**src/rtl/prog_mem_loader.sv**
```systemverilog
// Program memory loader: streams a byte image into a 16x8 RAM,
// holds the CPU in reset while loading, then hands the RAM to the CPU.
module prog_mem_loader #(
    parameter int unsigned RELEASE_CYCLES = 2
) (
    input  logic       clk,
    input  logic       reset_n,
    input  logic       load_start,
    input  logic       load_valid,
    input  logic [7:0] load_data,
    input  logic       load_last,
    output logic       load_ready,
    input  logic [3:0] cpu_mem_address,
    input  logic [7:0] cpu_mem_data_w,
    input  logic       cpu_mem_we,
    output logic [7:0] cpu_mem_data_r,
    output logic       cpu_reset_n,
    output logic       load_busy,
    output logic       load_done,
    output logic [4:0] load_count
);

    typedef enum logic [1:0] {
        IDLE,
        LOAD,
        RELEASE,
        RUN
    } state_t;

    localparam logic [3:0] REL_LAST = 4'(RELEASE_CYCLES);

    state_t     state;
    logic [7:0] mem [16];
    logic [3:0] ptr;
    logic [3:0] rel_cnt;
    logic       accept;
    logic       load_end;

    assign accept         = (state == LOAD) && load_ready && load_valid;
    assign load_end       = accept && (load_last || (ptr == 4'd15));
    assign cpu_mem_data_r = mem[cpu_mem_address];

    always_ff @(posedge clk or negedge reset_n) begin
        if (!reset_n) begin
            state       <= IDLE;
            ptr         <= '0;
            rel_cnt     <= '0;
            load_count  <= '0;
            load_ready  <= 1'b0;
            load_busy   <= 1'b0;
            load_done   <= 1'b0;
            cpu_reset_n <= 1'b0;
            for (int i = 0; i < 16; i++) begin
                mem[i] <= '0;
            end
        end else begin
            load_done <= 1'b0;
            unique case (state)
                IDLE, RUN: begin
                    // A restart beats a coincident CPU write.
                    if (load_start) begin
                        state       <= LOAD;
                        ptr         <= '0;
                        load_count  <= '0;
                        load_ready  <= 1'b1;
                        load_busy   <= 1'b1;
                        cpu_reset_n <= 1'b0;
                        for (int i = 0; i < 16; i++) begin
                            mem[i] <= '0;
                        end
                    end else if (state == RUN && cpu_mem_we) begin
                        mem[cpu_mem_address] <= cpu_mem_data_w;
                    end
                end
                LOAD: begin
                    if (accept) begin
                        mem[ptr]   <= load_data;
                        load_count <= load_count + 5'd1;
                        if (load_end) begin
                            state      <= RELEASE;
                            load_ready <= 1'b0;
                            rel_cnt    <= '0;
                        end else begin
                            ptr <= ptr + 4'd1;
                        end
                    end
                end
                RELEASE: begin
                    if (rel_cnt == REL_LAST) begin
                        state       <= RUN;
                        cpu_reset_n <= 1'b1;
                        load_busy   <= 1'b0;
                        load_done   <= 1'b1;
                    end else begin
                        rel_cnt <= rel_cnt + 4'd1;
                    end
                end
            endcase
        end
    end

endmodule

```
**config.mk**
```make
export PLATFORM = sky130hd
export DESIGN_NAME = prog_mem_loader
export DESIGN_NICKNAME = d
export VERILOG_FILES = /design/src/rtl/prog_mem_loader.sv
export SDC_FILE = /design/constraint.sdc
export NUM_CORES = 1
export LEC_CHECK = 0
export CAP_MARGIN = 10
export CORE_AREA = 2 2 124 126
export CTS_BUF_LIST = sky130_fd_sc_hd__clkbuf_4 sky130_fd_sc_hd__clkbuf_8
export CTS_CLUSTER_DIAMETER = 30
export DETAILED_ROUTE_END_ITERATION = 10
export DIE_AREA = 0 0 126 128
export GPL_TIMING_DRIVEN = 1
export PLACE_DENSITY = 0.79
export SLEW_MARGIN = 10
export SYNTH_ARGS = -nofsm -noshare
export SYNTH_HDL_FRONTEND = slang
export SYNTH_SLANG_ARGS = --single-unit
```
**constraint.sdc**
```tcl
create_clock -name clk -period 4.3 [get_ports clk]
set_input_delay 0.86 -clock clk [delete_from_list [all_inputs] [get_ports clk]]
set_output_delay 0.86 -clock clk [all_outputs]
set_load 0.01 [all_outputs]
```
==> results.json, run 1 <==
{
  "synth_enable_flop_cells": 0,
  "p_switching_mw": 2.15,
  "drt_first_pass_iters": 6,
  "io-pin-count": 43,
  "main_synth_ff_type": "sky130_fd_sc_hd__dfrtp_1",
  "post_cts_buffers": 0,
  "critical_path.slowest_cell": "sky130_fd_sc_hd__mux4_2",
  "route.antenna.remaining_nets": 0,
  "chipHeight_um": 128,
  "start_util": 0.588,
  "sum_of_negative_setup_slack_ns": 0,
  "combinational_share_of_power": 0.442,
  "critical-path-top-delay-family": "buffers and inverters",
  "routed_wire_length_per_instance_um": 26.0,
  "synthCells": 689,
  "postCtsHoldBufs": 0,
  "holdCritPathClass": "reg -> reg",
  "chipWidth_um": 126,
  "maximum_number_of_pins_on_one_net_before_global_route_repair": 107,
  "drc": 0,
  "power.ir.vdd_worst_uv": 692,
  "cp_cell_sequence": "buf_2 -> buf_4 -> mux4_2 -> a22oi_1 -> nand2_1 -> clkdlybuf4s50_1",
  "maxCapViolCount": 0,
  "syn-cell-area_sq_mm": 0.00873,
  "synth.area.top_cells": "sky130_fd_sc_hd__dfrtp_1, sky130_fd_sc_hd__mux2_4, sky130_fd_sc_hd__o22ai_1",
  "worstRegToRegCells": 7,
  "flow.area_growth_from_synthesis_pct": 9.46,
  "sequential_area_share_after_synthesis": 0.421,
  "path_max_fanout": 8,
  "ys_async_sr_fraction": 1.00,
  "totalWireLength_mm": 23.4,
  "timing.critical_path.slowest_cell_delay_ns": 0.52,
  "critical_path_sink_type": "primary output",
  "synthSimpleGateAreaFrac": 0.0663,
  "rsz0062_at_grt": "no",
  "timing.critical_path.arrival_ns": 2.89,
  "die_area_sq_mm": 0.0161,
  "cts_num_sinks": 147,
  "clock_tree_from_tritoncts": "done",
  "achievable-frequency_mhz": 267,
  "tritoncts.num_buffers": 17,
  "hpwl_mm": 15.5,
  "grtUsageTotal": 0.300,
  "leakage_nw": 4.46,
  "power_density_mw_per_mm2": 581,
  "post_route_cells_drive_above_1_share": 0.292,
  "gpl_congestion": 0.928,
  "report.final.setup_viol": 0,
  "status": "completed",
  "grt_pass1_vias": 6697,
  "skew_ns": 0.0133,
  "pre_cts_ws_ns": 0.576,
  "worst-setup-path-type": "in -> out",
  "fin_ws_ns": 0.552,
  "timing_worst_slew_pin_value_ns": 0.991,
  "synth_top_cell_area_share": 0.421,
  "critical_path.startpoint_type": "input port",
  "cts.path.max_buffers": 2,
  "period_minus_slack_ns": 3.75,
  "worstSetupPathDepth": 6,
  "relSlewSlack": 0.339,
  "floorplan.rows": 45,
  "yosys_register_bits": 147,
  "cts_htree_levels": 4,
  "post_synth_num_cell_types": 47,
  "number_of_nets_produced_by_synthesis": 726,
  "synth.mux.area_fraction": 0.298,
  "yosys.area_share.adder": 0.0158,
  "port_buffers": 42,
  "finalHoldViolations": 0,
  "finalMaxSlewViolations": 0,
  "yosys_warnings": 0,
  "netlist.top_cell.by_area": "sky130_fd_sc_hd__dfrtp_1",
  "gr-total-overflow": 0,
  "num-nets-final": 737,
  "worstHoldPathCells": 1,
  "synth-compound-area-share": 0.149,
  "ctsRootBufferMaster": "sky130_fd_sc_hd__clkbuf_8",
  "post_synth.cell_area_avg_sq_um": 12.7,
  "cp_data_required_time_ns": 3.44,
  "worstSkewPairLatency_ns": 0.47,
  "final.period_utilization": 0.872,
  "initial_antenna_violation_count": 0,
  "seqPwrFrac": 0.326,
  "postCtsResizedCells": 0,
  "num_vias": 6483,
  "clk_transition_reported_paths_ns": 0.08,
  "yosys.area_share.xor_xnor": 0,
  "switching_share": 0.387,
  "post_drt_via_cell_ratio": 7.20,
  "core_region_area_sq_mm": 0.0149,
  "number_of_design_rule_violations_left_by_the_first_detailed_router_iteration": 911,
  "num_antenna_cells": 0,
  "wire_length_of_the_first_global_routing_pass_mm": 37.3,
  "synth_top_family_by_area": "multiplexers",
  "cell_internal_pwr_mw": 3.41,
  "share_clk_of_total_power": 0.232,
  "critPathBufInv": 3
}
flip-flops by register name (all words and copies together) (netlist names):
name         flops
ptr              4
load_ready       1
load_done        1
mem            128
cpu_reset_n      1
load_count       5
load_busy        1
state            2
rel_cnt          4
power by group through the flow:
stage / clock network [mW] / registers, mW / logic (mW)
floorplan: 0 / 1.75 / 2.05
global placement: 0 / 1.81 / 2.31
detailed placement: 0 / 1.82 / 2.39
CTS: 1.30 / 1.80 / 2.40
global route: 1.36 / 1.83 / 2.57
finish: 1.29 / 1.81 / 2.46
cell families after synthesis:
group           Yosys count
flops                   147
simple gates            111
buf+inv                  69
mux                     162
fa+ha+maj                11
compound gates          189
layout make-up:
cell class | count | area (sq um)
Clock buffer | 23 | 298
Multi-Input combinational cell | 473 | 4620
Fill cell | 1128 | 5310
Tap cell | 188 | 235
Sequential cell | 147 | 3680
Inverter | 8 | 30.0
Timing Repair Buffer | 53 | 519
Clock inverter | 9 | 175
cell usage after synthesis, drive strengths merged, types with 2 or more instances:
master and number:
a211o 2, a21o 6, a21oi 2, a221o 17, a22oi 16, and2 5
and2b 4, buf 35, clkbuf 26, dfrtp 147, ha 11, inv 8
mux2 128, mux2i 2, mux4 32, nand2 58, nand2b 4, nand3 19
nor2 7, nor2b 4, nor3 3, o21ai 9, o221ai 2, o22ai 128
or4b 2
layout by cell type, fill, tap and decap left out, types with 5 or more instances in the layout:
master and count:
sky130_fd_sc_hd__dfrtp_1 147, sky130_fd_sc_hd__mux2_1 16, sky130_fd_sc_hd__o22ai_1 128, sky130_fd_sc_hd__nand2_2 7
sky130_fd_sc_hd__ha_1 11, sky130_fd_sc_hd__mux4_2 32, sky130_fd_sc_hd__nand3_1 18, sky130_fd_sc_hd__inv_1 8
sky130_fd_sc_hd__a21o_1 6, sky130_fd_sc_hd__clkdlybuf4s50_1 39, sky130_fd_sc_hd__o21ai_0 9, sky130_fd_sc_hd__a221o_1 17
sky130_fd_sc_hd__mux2_4 112, sky130_fd_sc_hd__clkbuf_8 20, sky130_fd_sc_hd__and2_1 5, sky130_fd_sc_hd__nand2_1 47
sky130_fd_sc_hd__bufinv_16 5, sky130_fd_sc_hd__a22oi_1 16, sky130_fd_sc_hd__buf_4 9
per-stage QoR:
step,instance area [sq um],util,power [mW],std cells,hold WS (ns)
6_report,9560,0.643,5.55,901,0.496
5_1_grt,9560,0.643,5.76,901,0.517
4_1_cts,9560,0.643,5.49,901,0.499
3_5_place_dp,9090,0.611,4.21,869,0.480
3_3_place_gp,9090,0.611,4.12,869,0.469
2_1_floorplan,8730,-,3.81,689,0.459
per-layer routing:
layer  vias to the layer above  GRT usage  wire (um)
li1                       2709          -          -
met1                      3262      0.422       9660
met2                       437      0.439      10500
met3                        75     0.0797       2450
met4                         0      0.137        785
met5                         -          0          0
worst paths after layout:
kind                                         start           endpoint  slack, ns
min in group asynchronous                  reset_n            mem[50]       0.51
max in group asynchronous                  reset_n      load_count[4]       2.87
worst min register to register             mem[65]            mem[65]       0.50
worst max-delay path            cpu_mem_address[0]  cpu_mem_data_r[6]       0.55
worst max register to register            state[1]            mem[99]       1.48
worst min-delay path                       mem[65]            mem[65]       0.50
(Power assumes the default switching activity.)
==> run 2, diff against run 1 <==
ABC_CLOCK_PERIOD_IN_PS = 4300   (was default)
==> results of run 2 <==
The final DEF is identical to that of run 1; final timing and power are the same.
==> run 3, diff against run 2 <==
SLEW_MARGIN = default   (was 10)
==> results of run 3 <==
The final DEF is identical to that of run 1; final timing and power are the same.
